### src/rtl/clock_pkg.sv
// rtl/clock_pkg.sv - digit widths and BCD limits shared by the setting stage and time_counter
package clock_pkg;

    localparam int HL_W = 2;
    localparam int HR_W = 4;
    localparam int ML_W = 3;
    localparam int MR_W = 4;

    localparam logic [ML_W-1:0] MAX_TENS_MIN_SEC     = 3'd5;
    localparam logic [MR_W-1:0] MAX_UNITS            = 4'd9;
    localparam logic [HL_W-1:0] MAX_TENS_HOUR        = 2'd2;
    localparam logic [HR_W-1:0] MAX_UNITS_HOUR_AT_20 = 4'd3;

endpackage

### src/rtl/tick_gen.sv
// rtl/tick_gen.sv - one-second prescaler with clear/hold and a terminal-count pulse
module tick_gen #(
    parameter int TICKS_PER_SEC = 50_000_000
) (
    input  logic clk,
    input  logic rst,
    input  logic clr,
    input  logic hold,
    output logic tc
);

    localparam int              CW   = $clog2(TICKS_PER_SEC);
    localparam logic [CW-1:0]   LAST = CW'(TICKS_PER_SEC - 1);

    logic [CW-1:0] r_cnt;
    logic          w_last;

    assign w_last = (r_cnt == LAST);
    // tc is combinational so the digits advance on the same edge the prescaler wraps
    assign tc     = w_last & ~clr & ~hold;

    always_ff @(posedge clk or negedge rst) begin
        if (!rst) begin
            r_cnt <= '0;
        end else if (clr) begin
            r_cnt <= '0;
        end else if (!hold) begin
            r_cnt <= w_last ? '0 : r_cnt + CW'(1);
        end
    end

endmodule

### src/rtl/time_counter.sv
// rtl/time_counter.sv - BCD HH:MM:SS time-of-day counter with load/pause; SECONDS_OUT_EN exposes seconds digits
module time_counter
    import clock_pkg::*;
#(
    parameter int TICKS_PER_SEC = 50_000_000
) (
    input  logic            clk,
    input  logic            rst,
    input  logic            load_en,
    input  logic            pause,
    input  logic [HL_W-1:0] i_hours_left,
    input  logic [HR_W-1:0] i_hours_right,
    input  logic [ML_W-1:0] i_minutes_left,
    input  logic [MR_W-1:0] i_minutes_right,
    output logic [HL_W-1:0] o_hours_left,
    output logic [HR_W-1:0] o_hours_right,
    output logic [ML_W-1:0] o_minutes_left,
    output logic [MR_W-1:0] o_minutes_right,
`ifdef SECONDS_OUT_EN
    output logic [ML_W-1:0] o_seconds_left,
    output logic [MR_W-1:0] o_seconds_right,
`endif
    output logic            sec_tick,
    output logic            min_tick,
    output logic            day_tick,
    output logic            load_err
);

    logic [HL_W-1:0] r_hl;
    logic [HR_W-1:0] r_hr;
    logic [ML_W-1:0] r_ml;
    logic [MR_W-1:0] r_mr;
    logic [ML_W-1:0] r_sl;
    logic [MR_W-1:0] r_sr;
    logic            r_sec_tick;
    logic            r_min_tick;
    logic            r_day_tick;
    logic            r_load_err;

    logic w_tc;
    logic w_load_ok;
    logic w_sec_wrap;
    logic w_min_wrap;
    logic w_hour_wrap;

    tick_gen #(
        .TICKS_PER_SEC(TICKS_PER_SEC)
    ) u_tick_gen (
        .clk  (clk),
        .rst  (rst),
        .clr  (load_en),
        .hold (pause),
        .tc   (w_tc)
    );

    assign w_load_ok = (i_hours_left    <= MAX_TENS_HOUR)
                    && (i_hours_right   <= MAX_UNITS)
                    && (i_minutes_left  <= MAX_TENS_MIN_SEC)
                    && (i_minutes_right <= MAX_UNITS)
                    && !((i_hours_left == MAX_TENS_HOUR) && (i_hours_right > MAX_UNITS_HOUR_AT_20));

    assign w_sec_wrap  = (r_sl == MAX_TENS_MIN_SEC) && (r_sr == MAX_UNITS);
    assign w_min_wrap  = (r_ml == MAX_TENS_MIN_SEC) && (r_mr == MAX_UNITS);
    assign w_hour_wrap = (r_hl == MAX_TENS_HOUR) && (r_hr == MAX_UNITS_HOUR_AT_20);

    // w_tc is already masked by load_en and pause, so ticks follow it directly
    always_ff @(posedge clk or negedge rst) begin
        if (!rst) begin
            r_sec_tick <= 1'b0;
            r_min_tick <= 1'b0;
            r_day_tick <= 1'b0;
            r_load_err <= 1'b0;
        end else begin
            r_sec_tick <= w_tc;
            r_min_tick <= w_tc & w_sec_wrap;
            r_day_tick <= w_tc & w_sec_wrap & w_min_wrap & w_hour_wrap;
            r_load_err <= load_en & ~w_load_ok;
        end
    end

    always_ff @(posedge clk or negedge rst) begin
        if (!rst) begin
            r_hl <= '0;
            r_hr <= '0;
            r_ml <= '0;
            r_mr <= '0;
            r_sl <= '0;
            r_sr <= '0;
        end else if (load_en) begin
            if (w_load_ok) begin
                r_hl <= i_hours_left;
                r_hr <= i_hours_right;
                r_ml <= i_minutes_left;
                r_mr <= i_minutes_right;
                r_sl <= '0;
                r_sr <= '0;
            end
        end else if (w_tc) begin
            if (r_sr == MAX_UNITS) begin
                r_sr <= '0;
                if (r_sl == MAX_TENS_MIN_SEC) begin
                    r_sl <= '0;
                    if (r_mr == MAX_UNITS) begin
                        r_mr <= '0;
                        if (r_ml == MAX_TENS_MIN_SEC) begin
                            r_ml <= '0;
                            // hours units wrap at 3 in the twenties, at 9 otherwise
                            if (w_hour_wrap) begin
                                r_hl <= '0;
                                r_hr <= '0;
                            end else if (r_hr == MAX_UNITS) begin
                                r_hr <= '0;
                                r_hl <= r_hl + 2'd1;
                            end else begin
                                r_hr <= r_hr + 4'd1;
                            end
                        end else begin
                            r_ml <= r_ml + 3'd1;
                        end
                    end else begin
                        r_mr <= r_mr + 4'd1;
                    end
                end else begin
                    r_sl <= r_sl + 3'd1;
                end
            end else begin
                r_sr <= r_sr + 4'd1;
            end
        end
    end

    assign o_hours_left    = r_hl;
    assign o_hours_right   = r_hr;
    assign o_minutes_left  = r_ml;
    assign o_minutes_right = r_mr;
    assign sec_tick        = r_sec_tick;
    assign min_tick        = r_min_tick;
    assign day_tick        = r_day_tick;
    assign load_err        = r_load_err;

`ifdef SECONDS_OUT_EN
    assign o_seconds_left  = r_sl;
    assign o_seconds_right = r_sr;
`else
    // seconds remain internal; they still drive the minute carry and ticks
`endif

endmodule

### config.mk
export PLATFORM = sky130hd
export DESIGN_NAME = time_counter
export DESIGN_NICKNAME = d
export VERILOG_FILES = /design/src/rtl/clock_pkg.sv /design/src/rtl/tick_gen.sv /design/src/rtl/time_counter.sv
export SDC_FILE = /design/constraint.sdc
export NUM_CORES = 1
export LEC_CHECK = 0
export CELL_PAD_IN_SITES_DETAIL_PLACEMENT = 1
export CELL_PAD_IN_SITES_GLOBAL_PLACEMENT = 1
export CORE_ASPECT_RATIO = 1.5
export CORE_MARGIN = 8
export CORE_UTILIZATION = 43
export DETAILED_ROUTE_END_ITERATION = 7
export GPL_TIMING_DRIVEN = 0
export PLACE_DENSITY = 0.85
export SYNTH_ARGS = -nofsm -noshare
export SYNTH_HDL_FRONTEND = slang
export SYNTH_SLANG_ARGS = --single-unit
### constraint.sdc
create_clock -name clk -period 6.05 [get_ports clk]
set_clock_uncertainty 0.2 [all_clocks]
set_input_delay 0.605 -clock clk [delete_from_list [all_inputs] [get_ports clk]]
set_output_delay 0.605 -clock clk [all_outputs]
set_load 0.01 [all_outputs]
## Word level (Yosys, flattened, before mapping)

Index checks and enable logic that the tools add are counted.

| operators by class | value |
|---|---|
| magnitude comparators | 5 |
| reductions and logical operators | 21 |
| bitwise gates (word level) | 9 |
| mux-type cells | 43 |
| equality and inequality tests | 11 |
| add/sub/neg operators | 7 |

Operator list:

| kind | number |
|---|---|
| 26-bit 2-to-1 mux | 3 |
| 4-bit 2-to-1 mux | 19 |
| 3-bit 2-to-1 mux | 12 |
| 26-bit by 1-bit adder with 26-bit output (second input constant) | 1 |
| 26-bit equality test (second input constant) | 1 |
| 2-bit 2-to-1 mux | 9 |
| 4-bit by 1-bit adder with 4-bit output (second input constant) | 3 |
| 4-bit equality test (second input constant) | 3 |
| 2-bit nonzero test | 5 |
| 4-bit less-or-equal comparator (second input constant) | 2 |
| 1-bit logical AND | 8 |
| 7-bit AND reduction | 1 |
| 3-bit by 1-bit adder with 3-bit output (second input constant) | 2 |
| 1-bit bitwise AND | 6 |
| 3-bit equality test (second input constant) | 2 |
| 6-bit AND reduction | 1 |
| 5-bit AND reduction | 1 |
| 2-bit equality test (second input constant) | 2 |
| 4-bit by 2-bit equality test with 1-bit output (second input constant) | 1 |
| 4-bit by 2-bit greater-than comparator with 1-bit output (second input constant) | 1 |
| 4-bit AND reduction | 1 |
| 3-bit less-or-equal comparator (second input constant) | 1 |
| 1-bit NOT | 3 |
| 3-bit AND reduction | 1 |
| 7 further kinds | 7 |

| storage, ports and cells | value |
|---|---|
| register bits | 50 |
| input port bits | 17 |

## Longest topological paths before layout

| logic depth | value |
|---|---|
| depth after elaboration | 9 |
| gate-level depth with buffers | 9 |
| gate-level depth less buffers | 8 |

## Modules after synthesis

From an unflattened synthesis, not the netlist that was laid out.

| unflattened totals | value |
|---|---|
| cell total of the unflattened synthesis | 317 |
| area total of the unflattened synthesis | 3080.5 um^2 |

Modules (own cells, without submodules):

| module | seq. area each (um^2) | instances | area an instance (um^2) | cells an instance |
|---|---|---|---|---|
| time_counter | 600.6 | 1 | 1595.3 | 163 |
| tick_gen | 650.6 | 1 | 1485.2 | 154 |

## Least setup slack after synthesis

Ideal clock, no wire load.

| timing | value |
|---|---|
| path kind | input to register |
| start point | in i_hours_right[1] |
| end point | reg r_hl[0] (netlist: o_hours_left[0]) |
| arrival time | 2.078 ns |
| stages | 7 |
| path slack | 3.644 ns |
| cells stage by stage | o22a_1 > o22a_1 > or3_1 > clkbuf_1 > a21oi_4 > nand2_2 > mux2_1 |

| on the way | value |
|---|---|
| word-level cells in the longest chain between the ends | 7 |
| elaborated cells between the ends (all ways) | 10 |

RTL lines:

| item | line | RTL |
|---|---|---|
| from (decl) | time_counter.sv:12 | `input logic [HR_W-1:0] i_hours_right,` |
| 4-bit less-or-equal comparator | time_counter.sv:57 | `&& (i_hours_right <= MAX_UNITS)` |
| 1-bit logical AND | time_counter.sv:57 |  |
| 1-bit logical AND | time_counter.sv:58 | `&& (i_minutes_left <= MAX_TENS_MIN_SEC)` |
| 1-bit logical AND | time_counter.sv:59 | `&& (i_minutes_right <= MAX_UNITS)` |
| 1-bit logical AND (*) | time_counter.sv:60 | `&& !((i_hours_left == MAX_TENS_HOUR) && (i_hours_right > MAX_UNITS_HOUR_AT_20));` |
| 2-bit by 1-bit != test with 1-bit output (no source line) (*) | - |  |
| 7-bit AND reduction (no source line) (*) | - |  |
| to (signal assigned) | time_counter.sv:91 | `r_hl <= i_hours_left;` |
| to (signal assigned) | time_counter.sv:113 | `r_hl <= r_hl + 2'd1;` |
| to (decl) | time_counter.sv:29 | `logic [HL_W-1:0] r_hl;` |

Every way passes the cells marked *; elsewhere a longest branch is shown, timed or not.
A chain may end at the register's enable or synchronous reset.

## Worst setup path in the final report

| timing | value |
|---|---|
| start point | in load_en |
| end point | reg r_mr[1] (netlist: o_minutes_right[1]) |

| on the way | value |
|---|---|
| word-level cells in the longest chain between the ends | 5 |
| elaborated cells between the ends (all ways) | 9 |

RTL lines:

| item | line | RTL |
|---|---|---|
| from (decl) | time_counter.sv:9 | `input logic load_en,` |
| 1-bit NOT | tick_gen.sv:20 | `assign tc = w_last & ~clr & ~hold;` |
| 1-bit bitwise AND (2 in series) | tick_gen.sv:20 |  |
| 2-bit nonzero test (no source line) | - |  |
| 4-bit AND reduction (no source line) | - |  |
| to (signal assigned) | time_counter.sv:94 | `r_mr <= i_minutes_right;` |
| to (signal assigned) | time_counter.sv:121 | `r_mr <= r_mr + 4'd1;` |
| to (decl) | time_counter.sv:32 | `logic [MR_W-1:0] r_mr;` |

Several ways; a longest one is shown, not always the timed one.

==> results.toml <==
[worst_setup_path]
path_class = "primary input to register"
crit_arrival_ns = 3.06
end_kind = "register"
startpoint_type = "primary input"
path_max_fanout = 10
worst-endpoint-required_ns = 6.05

[cts]
clk_pin_slew_worst_paths_ns = 0.09
cts_root_buf = "clkbuf_8"
post_cts_resized = 0
clock_path_buffers = 2
post_cts.repair.setup_buffers = 0
clock_sinks = 50
clkLatencyLatePin_ns = 0.32
cts_tree = "done"
cts_buffers = 5
cts_hold_buf = 0
htree_levels = 2

[detailed_routing]
totalWireLength_mm = 8.68
ant_nets = 0
drt-met1-wl_mm = 3.19
drc_errors = 0
drtIter0Drc = 138
wl_per_cell_um = 19.5
dr_wl_met2_mm = 4.96
routed_via_density = 6.17
vias = 2740
wl_met3_um = 266
firstDrtPassIters = 4
top_layer_used = "met4"

[floorplanning]
fp.dieArea_um2 = 9740
dieWidth_um = 83.3
start_util_pct = 43.5
die_h_um = 117
num_rows = 37
coreArea_um2 = 6710
io_pins = 34

[synth]
ys_top_cells_by_area = "dfrtp_1 43%, o21ai_0 5.0%, nor2_1 4.1%"
synth_edf_count = 0
synth_warnings = 0
synthCells = 324
synth_top_family_by_area = "simple AND/OR/NAND/NOR gates"
syn_nets = 346
synth_area_um2 = 2920
yosysSeqAreaShare_pct = 42.9
avgSynthCellArea_um2 = 9.01
synth_top_area_share_pct = 42.9
ys_ff_latch = 50
synth_most_common_cell = "dfrtp_1"
synth_top_area_cell = "dfrtp_1"
synth_compound_area_share_pct = 19.6
synthMuxAreaShare_pct = 1.80
synthAdderAreaFrac_pct = 2.14
asyncSetResetFlopFracSynth_pct = 100
yosysUniqueCellTypes = 57
synth-simple-area-share_pct = 26.7
synth_flop_cell = "dfrtp_1"
synth_common_cells = "50 x dfrtp_1, 32 x nor2_1, 29 x o21ai_0"
synthXorXnorAreaFrac_pct = 3.90

[timing]
setup_tns_ns = 0
rsz0062_at_grt = "false"
finalSetupViolations = 0
worst_slack_ns = 3.00
relSlewSlack_pct = 34.6
period_needed_ns = 3.05
tightest_slew_ns = 0.973
report.final.slew_viol_count = 0
fin_crit_sh_pct = 50.5
hold_violations = 0
fmax_mhz = 328

[power]
p_clk_share_pct = 27.3
intPower_uw = 538
combPwrFrac_pct = 22.8
p_per_area_nw_per_um2 = 224
vdd_drop_max_v = 0.000125
power.switching_uw = 237
p_seq_share_pct = 49.9
p_sw_share_pct = 30.5
p_leak_uw = 0.00137

[grt]
overflow = 0
grt_max_degree = 34
grt_pass1_wl_mm = 14.3
antenna_found_initial = 0
grt_pass1_vias = 3018
grt_usage_pct = 18.2

[finish]
nNetsFinal = 387
drive_gt1_share_pct = 7.10
antenna_cells = 0
area_delta_synth_final_pct = 18.3

[placed_design]
dp_hpwl_mm = 6.58
io_buffer_count = 33
pre_cts_ws_ns = 2.65
gp_congestion = 0.816

[status]
status = "complete, no violations"

[min_path]
min_path_type = "primary input to async pin"

[job]
drv_cap = 0
worst max-delay path, stage by stage:
cell and delay (ns):
clkdlybuf4s50_1 0.61, inv_1 0.27, nor3_1 0.86, nor2_1 0.17
buf_2 0.25, o21ai_0 0.20, nand3_1 0.10
worst paths after layout:
check	slack (ns)	endpoint	start	cells past startpoint
worst max register to register	3.22	o_minutes_left[2]$_DFFE_PN0P_	u_tick_gen.r_cnt[9]$_DFFE_PN0P_	7
max in group asynchronous	5.10	u_tick_gen.r_cnt[25]$_DFFE_PN0P_	rst	2
worst min register to register	0.29	u_tick_gen.r_cnt[25]$_DFFE_PN0P_	u_tick_gen.r_cnt[25]$_DFFE_PN0P_	1
min in group clk	0.29	u_tick_gen.r_cnt[25]$_DFFE_PN0P_	u_tick_gen.r_cnt[25]$_DFFE_PN0P_	1
worst max-delay path	3.00	o_minutes_right[1]$_DFFE_PN0P_	load_en	7
worst min-delay path	0.02	sec_tick$_DFF_PN0_	rst	1
placed cells by master (no fill, tap or decap), drive strengths merged, types with 8 or more instances in the layout:
cell type,netlist,final
nand2,30,30
nor3,9,9
clkbuf,9,16
nand3,18,18
nor4,8,8
nand4,9,9
nor2,32,32
o31ai,9,9
a21oi,15,15
clkdlybuf4s50,0,32
o21ai,31,31
xnor2,8,8
inv,9,9
dfrtp,50,50
power groups by stage:
stage                     Combinational, uW  Sequential (uW)  Clock (uW)
after floorplan                        81.2              396           0
after detailed placement                177              393           0
final                                   177              387         212
after CTS                               179              387         222
after global placement                  170              392           0
after global routing                    193              391         232
sequential cells by signal (all words and copies together) (netlist names):
| signal | count |
|---|---|
| day_tick | 1 |
| load_err | 1 |
| min_tick | 1 |
| o_hours_left | 2 |
| o_hours_right | 4 |
| o_minutes_left | 3 |
| o_minutes_right | 4 |
| r_sl | 3 |
| r_sr | 4 |
| sec_tick | 1 |
| u_tick_gen.r_cnt | 26 |
cells by family (layout without fill, tap and decap cells):
logic type               after synthesis  after routing
multiplexers                           5              5
XOR/XNOR                              13             13
AO/OA/AOI/OAI                         86             86
buffers and inverters                 22             64
AND/OR/NAND/NOR                      143            143
flip-flops                            50             50
adder cells (fa/ha/maj)                5              5
final cells by class:
class	count	area [um^2]
Inverter	9	33.8
Timing Repair Buffer	34	345
Clock inverter	1	5.00
Tap cell	78	97.6
Clock buffer	7	86.3
Multi-Input combinational cell	252	1580
Fill cell	836	3260
Buffer	13	53.8
Sequential cell	50	1250
per-layer routing:
layer | track usage (%) | vias to the layer above
met2 | 37.0 | 42
li1 | - | 1282
met3 | 3.88 | 23
met4 | 9.88 | 0
met5 | 0 | -
met1 | 16.2 | 1393
through the flow:
stage / std cells / util (%) / total power, uW / instance area, um^2 / hold WS (ns)
global route: 444 / 51.4 / 816 / 3450 / 0.0324
detailed placement: 436 / 50.1 / 571 / 3360 / 0.280
CTS: 444 / 51.4 / 788 / 3450 / 0.0173
finish: 444 / 51.4 / 775 / 3450 / 0.0176
floorplan: 324 / - / 477 / 2920 / 0.109
global placement: 435 / 49.9 / 562 / 3350 / 0.258
Note: power is estimated with default switching activity, not from simulation.
